==> src/rtl/vend_pkg.sv <==
// Shared types and constants for the vending-machine payment controller.
package vend_pkg;

    typedef enum logic [1:0] {
        COLLECT  = 2'd0,
        DISPENSE = 2'd1,
        CHANGE   = 2'd2,
        REFUND   = 2'd3
    } vend_state_e;

    localparam int unsigned COIN_HALF_VAL = 1;
    localparam int unsigned COIN_ONE_VAL  = 2;

endpackage : vend_pkg

==> src/rtl/vend_timer.sv <==
// Loadable down-counter; done is high while the count sits at zero.
module vend_timer #(
    parameter int unsigned W = 2
) (
    input  logic         clk,
    input  logic         rst,
    input  logic         load,
    input  logic [W-1:0] value,
    output logic         done
);

    logic [W-1:0] cnt_q;

    // done is registered alongside the count so it lines up with cnt_q == 0
    always_ff @(posedge clk) begin
        if (rst) begin
            cnt_q <= '0;
            done  <= 1'b1;
        end else if (load) begin
            cnt_q <= value;
            done  <= (value == '0);
        end else if (cnt_q != '0) begin
            cnt_q <= cnt_q - W'(1);
            done  <= (cnt_q == W'(1));
        end
    end

endmodule : vend_timer

==> src/rtl/vend_ctrl.sv <==
// Vending-machine payment controller: accumulates coins, drives a fixed-length
// dispense enable, and returns change or a full refund.
module vend_ctrl
    import vend_pkg::*;
#(
    parameter int unsigned PRICE       = 5,
    parameter int unsigned CREDIT_W    = 4,
    parameter int unsigned DISP_CYCLES = 4
) (
    input  logic                clk,
    input  logic                rst,
    input  logic                coin_half,
    input  logic                coin_one,
    input  logic                cancel,
    output logic                drink_en,
    output logic                change_valid,
    output logic [CREDIT_W-1:0] change_amt,
    output logic [CREDIT_W-1:0] credit,
    output logic                busy
);

    localparam int unsigned TIMER_W = (DISP_CYCLES > 1) ? $clog2(DISP_CYCLES) : 1;

    if (((1 << CREDIT_W) - 1) < (PRICE + 2)) begin : g_bad_credit_w
        $error("vend_ctrl: CREDIT_W too narrow for PRICE+2");
    end
    if (DISP_CYCLES < 1) begin : g_bad_disp_cycles
        $error("vend_ctrl: DISP_CYCLES must be >= 1");
    end

    vend_state_e         state_q, state_d;
    logic [CREDIT_W-1:0] credit_d;
    logic [CREDIT_W-1:0] change_amt_d;
    logic [CREDIT_W-1:0] sum;
    logic                drink_en_d;
    logic                change_valid_d;
    logic                busy_d;
    logic                tmr_load;
    logic                tmr_done;

    vend_timer #(
        .W (TIMER_W)
    ) u_timer (
        .clk   (clk),
        .rst   (rst),
        .load  (tmr_load),
        .value (TIMER_W'(DISP_CYCLES - 1)),
        .done  (tmr_done)
    );

    // State and registered outputs
    always_ff @(posedge clk) begin
        if (rst) begin
            state_q      <= COLLECT;
            credit       <= '0;
            drink_en     <= 1'b0;
            change_valid <= 1'b0;
            change_amt   <= '0;
            busy         <= 1'b0;
        end else begin
            state_q      <= state_d;
            credit       <= credit_d;
            drink_en     <= drink_en_d;
            change_valid <= change_valid_d;
            change_amt   <= change_amt_d;
            busy         <= busy_d;
        end
    end

    // Next state and next output values; outputs reflect the state being entered
    always_comb begin
        state_d        = state_q;
        credit_d       = credit;
        drink_en_d     = 1'b0;
        change_valid_d = 1'b0;
        change_amt_d   = '0;
        busy_d         = 1'b0;
        tmr_load       = 1'b0;
        sum            = credit
                       + (coin_half ? CREDIT_W'(COIN_HALF_VAL) : '0)
                       + (coin_one  ? CREDIT_W'(COIN_ONE_VAL)  : '0);

        unique case (state_q)
            COLLECT: begin
                if (cancel && (sum != '0)) begin
                    state_d        = REFUND;
                    credit_d       = '0;
                    change_valid_d = 1'b1;
                    change_amt_d   = sum;
                end else if (sum >= CREDIT_W'(PRICE)) begin
                    state_d    = DISPENSE;
                    credit_d   = sum;
                    tmr_load   = 1'b1;
                    drink_en_d = 1'b1;
                    busy_d     = 1'b1;
                end else begin
                    credit_d = sum;
                end
            end
            DISPENSE: begin
                busy_d = 1'b1;
                if (tmr_done) begin
                    state_d  = CHANGE;
                    credit_d = '0;
                    if (credit > CREDIT_W'(PRICE)) begin
                        change_valid_d = 1'b1;
                        change_amt_d   = credit - CREDIT_W'(PRICE);
                    end
                end else begin
                    drink_en_d = 1'b1;
                end
            end
            CHANGE: begin
                state_d = COLLECT;
            end
            REFUND: begin
                state_d = COLLECT;
            end
            default: begin
                state_d  = COLLECT;
                credit_d = '0;
            end
        endcase
    end

endmodule : vend_ctrl
==> config.mk <==
export PLATFORM = sky130hd
export DESIGN_NAME = vend_ctrl
export DESIGN_NICKNAME = d
export VERILOG_FILES = /design/src/rtl/vend_pkg.sv /design/src/rtl/vend_timer.sv /design/src/rtl/vend_ctrl.sv
export SDC_FILE = /design/constraint.sdc
export NUM_CORES = 1
export LEC_CHECK = 0
export BUFFER_PORTS_ARGS = -buffer_cell sky130_fd_sc_hd__buf_4
export CORE_UTILIZATION = 45
export CTS_CLUSTER_SIZE = 28
export DETAILED_ROUTE_END_ITERATION = 7
export HOLD_SLACK_MARGIN = 0.06
export PLACE_DENSITY = 0.67
export SLEW_MARGIN = 20
export SYNTH_ARGS = -nofsm -noshare
export SYNTH_HDL_FRONTEND = slang
export SYNTH_SLANG_ARGS = --single-unit
==> constraint.sdc <==
create_clock -name clk -period 2.9 [get_ports clk]
set_input_delay 0.145 -clock clk [delete_from_list [all_inputs] [get_ports clk]]
set_output_delay 0.145 -clock clk [all_outputs]
set_load 0.01 [all_outputs]
==> impl_results.md, run 1 <==
* Slowest cell on crit path: dfxtp_1
* Root Driver: clkbuf_4
* # IOs at 16
* Vias in the first global route at 675
* Mapped Nets at 108
* Filler cell count at 172
* Number of synthesized flops with an enable pin at 0
* Setup CP Type: reg -> reg
* Hold Crit Class: in -> reg
* Slew Viols, Final at 0
* RSZ-0062 raised after global routing: no
* Post-route ant nets at 0
* Cts hold-fix bufs at 0
* Outcome: complete, no violations
* Leakage at 0.446 nW
* Post-cts sizing count at 0
* Placed Cells at 131
* Async SR Flop Fraction at 0
* Multi-input logic area at 500 sq um
* Top_reg_cell synth: dfxtp_1
* Final setup fails at 0
* H-tree levels at 1
* Nets at 123
* Crit. End Element: flop
* TritonCTS clock tree: yes
* Buffers on Ports at 15
* Die Footprint at 2130 sq um
* WL/cell at about 12 microns
* Gpl congestion at 0.810
* Part of the cycle the worst path needs at 0.701
* Setup TNS at 0 ps
* Max Fclk at 492 MHz
* Global-route wire length before repair at 2.96 mm
* Layout cell share with drive strength beyond 1 at 0.248
* Crit path DAT at ~2300 ps
* Worst-path clk slew at 90 ps
* Final hold viol count at 0
* Rows at 15
* P per Cell Area at around 700 nW/um^2
* CP Cell Sequence: ha_1 > inv_1 > fa_1 > xnor2_1 > nand2_1 > a21oi_2 > o21ba_2
* Drt total wl at 1.63 mm
* FF/Latch Area at 320 sq um
* Setup Skew at 2.05 ps
* Postcts setup bufs at 0
* Slew margin rel. at 0.751
* Core Box Area at about 1800 sq um
* Top-area cell type share of the netlist area at 0.366
* Fin crit period at around 2000 ps
* Clock sinks at 16
* Commonest non-fill, non-tap cell in the layout: dfxtp_1
* Number of CTS-inserted buffers at 3
* Synth top area cells: dfxtp_1, ha_1, nor2_1
* Least-Margin Pin Slew at 373 ps
* DRC Markers at 0
* Initial antenna violation count at 0
* VDD IR max at ~0.35 mV
* Diodes inserted at 0
* Die width at ~46 microns
* P&R area growth vs syn at 15.7%
* Largest net degree at the start of global routing at 12
* CP Launch Type: flop
* Seq cells post-synth at 16
* Yosys top cell by area: dfxtp_1
* Number of detailed-route iterations in the first pass at 4
* Crit path largest cell delay at 450 ps
* Starting Density at 0.491
* Clock Latency Late Sink at approximately 280 ps
* Cell variety after synth at 38
* Ys Warns at 0
* Total gr overflow at 0
* Via count at 700
* Synthesized area per cell at 9.12 sq um
* Post-DP HPWL at 1.15 mm
* Final Non-Filler Cells at 134
* GRT Total Usage at 0.198
* Most frequent cells in the layout: dfxtp_1, buf_4, nor2_1, inv_1, ha_1
* Sequential area share after synthesis at 0.366
* Critical-path maximum fanout at 7
* Worst Path Required at ~3100 ps
* Max Root-Sink Buffers at 2
* Gate count of the mapped netlist at 96
* Area of the mapped netlist at 876 sq um
* Die height at 46.1 microns
* DR vias/cell at ~5.2
* Iter 0 DRT Violations at 8
* MaxCap Viol Count at 0
==> path summary, 6_finish.rpt <==
path / slack (ps) / cells after the start / endpoint / start
max: 870 / 7 / u_timer.cnt_q[0] / credit[0]
min: 100 / 2 / credit[3] / rst
max reg2reg: 870 / 7 / u_timer.cnt_q[0] / credit[0]
min reg2reg: 530 / 2 / state_q[1] / u_timer.done
==> kinds of logic after synthesis <==
logic type,Yosys count,synth area share
XOR/XNOR,3,0.0300
AO/OA/AOI/OAI,26,0.234
flip-flops,16,0.366
AND/OR/NAND/NOR,30,0.176
buffers and inverters,12,0.0629
adder cells (fa/ha/maj),7,0.109
multiplexers,2,0.0229
==> cell type report <==
class                      instances  area share
inverter                           7      0.0259
timing repair buffer              15       0.111
sequential                        16       0.316
tap                               25      0.0309
multi-input combinational         68       0.494
clock buffer                       3      0.0222
==> stage by stage <==
step	setup WS [ps]	hold WS, ps	utilization	area, sq um	total power [mW]
after floorplan	1030	433	-	876	0.541
after global placement	961	397	0.556	991	0.598
after detailed placement	893	400	0.556	991	0.600
after CTS	862	94.3	0.568	1010	0.717
after global routing	609	95.6	0.568	1010	0.785
final	867	97.9	0.568	1010	0.713
==> Yosys cell counts (all sizes together), types with 3 or more instances <==
cell,count
a21oi,5
buf,3
dfxtp,16
ha,6
inv,7
nand2,5
nor2,12
nor3b,3
o21ai,4
o21ba,3
xnor2,3
==> metal layers <==
metal,wire length (microns),vias up,global-route usage,part of all wire
met4,36,0,0.106,0.022
met3,52,5,0.0353,0.032
li1,-,362,-,-
met2,708,12,0.273,0.43
met1,832,321,0.288,0.51
met5,0,-,0,0
==> flip-flops by register name, summed over array words and instances, names as in the netlist <==
register,flops
u_timer.done,1
state_q,2
change_amt,4
u_timer.cnt_q,2
credit,4
busy,1
change_valid,1
drink_en,1
==> worst max-delay path, delay by kind of cell, from the launching register on <==
| kind | cells | cell delay (ps) |
|---|---|---|
| buf+inv | 1 | 70 |
| xor+xnor | 1 | 250 |
| simple gates | 1 | 100 |
| fa+ha+maj | 2 | 690 |
| flops | 1 | 450 |
| compound gates | 2 | 440 |
==> where the power goes <==
group	switching [mW]	internal (mW)
Combinational	0.135	0.145
Sequential	0.0537	0.265
Clock	0.0664	0.0482
No activity file was read; power rests on OpenSTA's default activity.
==> run 2: changes to the inputs <==
--- a/config.mk
+++ b/config.mk
@@ -5,6 +5,7 @@
 export SDC_FILE = /design/constraint.sdc
 export NUM_CORES = 1
 export LEC_CHECK = 0
+export ABC_AREA = 1
 export BUFFER_PORTS_ARGS = -buffer_cell sky130_fd_sc_hd__buf_4
 export CORE_UTILIZATION = 45
 export CTS_CLUSTER_SIZE = 28
==> constraint.sdc (replaced) <==
create_clock -name clk -period 2 [get_ports clk]
set_input_delay 0.1 -clock clk [delete_from_list [all_inputs] [get_ports clk]]
set_output_delay 0.1 -clock clk [all_outputs]
set_load 0.01 [all_outputs]
==> run 2 against run 1 <==
Core utilization increased by 3.1 points. Largest power group is now combinational logic. Non-clock buffer count increased by 2. Global-route usage rose by 0.76 points. Via count grew 13%. Worst setup slack lost 720 ps. Hold slack got worse by 6.8 ps. Die area is 0.15% higher. Cell area is 5.4% higher.
==> impl_results.md, run 2 <==
* Number of CTS-inserted buffers at 3 (unchanged)
* Slew Viols, Final at 0 (unchanged)
* Cts hold-fix bufs at 0 (unchanged)
* Number of detailed-route iterations in the first pass at 4 (unchanged)
* Layout cell share with drive strength beyond 1 at 0.248 (+0.000469)
* Mapped Nets at 129 (+19%)
* Part of the cycle the worst path needs at 0.928 (+0.227)
* Iter 0 DRT Violations at 6 (-2)
* Nets at 150 (+22%)
* Sequential area share after synthesis at 0.365 (-0.000522)
* Hold WS at 91.0 ps (-6.85 ps)
* Global-route wire length before repair at 3.10 mm (+4.7%)
* Async SR Flop Fraction at 0 (unchanged)
* Crit path largest cell delay at 510 ps (+60 ps)
* Core Box Area at 1780 sq um (unchanged)
* Die height at 46.2 microns (about the same)
* Critical-path maximum fanout at 5 (-2)
* MaxCap Viol Count at 0 (unchanged)
* DRC Markers at 0 (unchanged)
* Slew margin rel. at 0.721 (-0.0303)
* Gpl congestion at 0.727 (-10%)
* CP Launch Type: flop
* Postcts setup bufs at 0 (unchanged)
* CP Cell Sequence: ha_1 > inv_1 > fa_1 > nand2_1 > nor2_2 > nand3_2 > nand2_4 > nand2_4 > nand2_1 > nand2_1
* Setup Skew at 12.7 ps (+10.7 ps)
* Setup CP Type: reg -> reg
* Final Non-Filler Cells at 162 (+21%)
* Switch share at 0.367 (+0.0101)
* Fin crit period at 1860 ps (-177 ps)
* Hold Crit Class: in -> reg
* Via count at 794 (+13%)
* Max Root-Sink Buffers at 2 (unchanged)
* Post-synth top cells: nand2_1, inv_1, dfxtp_1
* Number of synthesized flops with an enable pin at 0 (unchanged)
* Synthesized area per cell at 7.50 sq um (-18%)
* Multi-input logic area at 474 sq um (-5.2%)
* Ys Warns at 0 (unchanged)
* TritonCTS clock tree: yes
* Post-cts sizing count at 0 (unchanged)
* Worst Path Required at 2180 ps (-950 ps)
* Final setup fails at 0 (unchanged)
* GRT Total Usage at 0.206 (+0.00760)
* Final Cell Area at 1070 sq um (+5.4%)
* Outcome: complete, no violations
* Gate count of the mapped netlist at 117 (+22%)
* Top-area cell type share of the netlist area at 0.365 (-0.000522)
* Largest net degree at the start of global routing at 16 (+4)
* Max Fclk at 539 MHz (+9.6%)
* Worst R2R Setup Slack at 140 ps (-720 ps)
* Most Frequent Cell on Critical Path: nand2_1
* Overall power at 1.05 mW (+48%)
* FF/Latch Area at 320 sq um (unchanged)
* Placed Cells at 158 (+21%)
* Diodes inserted at 0 (unchanged)
* Post-route ant nets at 0 (unchanged)
* Post-DP HPWL at 1.44 mm (+25%)
* Yosys top cell by area: dfxtp_1
* Buffers on Ports at 15 (unchanged)
* Commonest non-fill, non-tap cell in the layout: nand2_1
* Leakage at 0.486 nW (+8.8%)
* RSZ-0062 raised after global routing: no
* Total gr overflow at 0 (unchanged)
* H-tree levels at 1 (unchanged)
* Crit. End Element: flop
* Largest regs: change_amt (4), credit (4)
* Area of the mapped netlist at 877 sq um (+0.14%)
* DR vias/cell at 4.90 (-6.2%)
* Initial antenna violation count at 0 (unchanged)
* Clock sinks at 16 (unchanged)
* Final hold viol count at 0 (unchanged)
* Rows at 15 (unchanged)
* Most frequent cells in the layout: nand2_1, inv_1, buf_4, dfxtp_1, a21oi_1
* Setup TNS at 0 ps (unchanged)
* Top_reg_cell synth: dfxtp_1
* Root Driver: clkbuf_4
* Cell variety after synth at 21 (-45%)
* Crit path DAT at 2040 ps (-230 ps)
* Die Footprint at 2130 sq um (+0.15%)
* Seq cells post-synth at 16 (unchanged)
* Drt total wl at 1.81 mm (+11%)
* Starting Density at 0.492 (+0.000702)
* Slowest cell on crit path: fa_1
* Top-count cell post-synth: nand2_1
* Vias in the first global route at 758 (+12%)
* Filler cell count at 174 (+1.2%)
* Int Pwr at 0.667 mW (+46%)
* # IOs at 16 (unchanged)
* Net Sw Power at 0.387 mW (+52%)
* VDD IR max at 0.618 mV (+76%)
* Reg power frac at 0.392 (-0.055)
* P per Cell Area at 987 nW/um^2 (+40%)
* WL/cell at 11.2 microns (-7.9%)
* Die width at 46.2 microns (about the same)
* Dpl cell area at 1030 sq um (+4.2%)
* Least-Margin Pin Slew at 414 ps (+41.1 ps)
* Worst-path clk slew at 100 ps (about the same)
* Synth top area cells: dfxtp_1, nand2_1, ha_1
* P&R area growth vs syn at 21.8%
* Clock share of power at 0.203 (+0.042)
* Clock Latency Late Sink at 290 ps (about the same)
* Comb pwr share at 0.405 (+0.013)
[run 2: cell types whose count changed after synthesis, sizes merged, moves of 3 or more]
cell   delta
nand2    +23
inv      +14
a21oi    +13
nand3     +6
buf       -3
nor2      -3
nor3b     -3
o21ba     -3
xnor2     -3
[run 2: routing by layer]
layer | vias up | routed length, microns | track usage
met5 | - | 0 | 0
li1 | 413 | - | -
met2 | 12 | 935 | 0.369
met3 | 2 | 50 | 0.0471
met1 | 367 | 811 | 0.238
met4 | 0 | 16 | 0.0647
[run 2: cells by family (layout without fill, tap and decap cells)]
group / after synthesis / after routing / share of synthesized area
simple gates: 49 / 49 / 0.268
buf+inv: 22 / 42 / 0.0941
compound gates: 20 / 20 / 0.131
flops: 16 / 16 / 0.365
fa+ha+maj: 7 / 7 / 0.108
xor+xnor: 2 / 2 / 0.0200
mux: 1 / 1 / 0.0128
[run 2: worst paths after layout]
kind,from,end,cells after the start
hold reg to reg,state_q[0],state_q[1],2
setup reg to reg,credit[0],u_timer.done,10
setup / recovery,credit[0],u_timer.done,10
hold / removal,rst,u_timer.cnt_q[0],2
[run 2: per-stage QoR]
stage / setup WS [ps] / util
6_report: 145 / 0.599
2_1_floorplan: 116 / -
3_3_place_gp: 226 / 0.579
5_1_grt: 14.4 / 0.599
4_1_cts: 133 / 0.599
3_5_place_dp: 154 / 0.579
[run 2: worst max-delay path: cells and delay by family (launching register included)]
family	cells	cell delay (ps)
DFF	1	350
adders and majority gates	2	690
buffers and inverters	1	60
and+or+nand+nor	7	650
[run 2: layout make-up]
cell class | count | area share
inverter | 21 | 0.0738
timing repair buffer | 17 | 0.119
tap | 25 | 0.0293
sequential | 16 | 0.300
clock buffer | 4 | 0.0340
multi-input combinational | 79 | 0.444
[run 2: power groups by stage]
stage / combinational [mW] / clock (mW) / sequential (mW)
6_report: 0.427 / 0.214 / 0.414
5_1_grt: 0.492 / 0.234 / 0.421
4_1_cts: 0.433 / 0.221 / 0.414
3_5_place_dp: 0.430 / 0 / 0.421
3_3_place_gp: 0.416 / 0 / 0.418
2_1_floorplan: 0.295 / 0 / 0.430
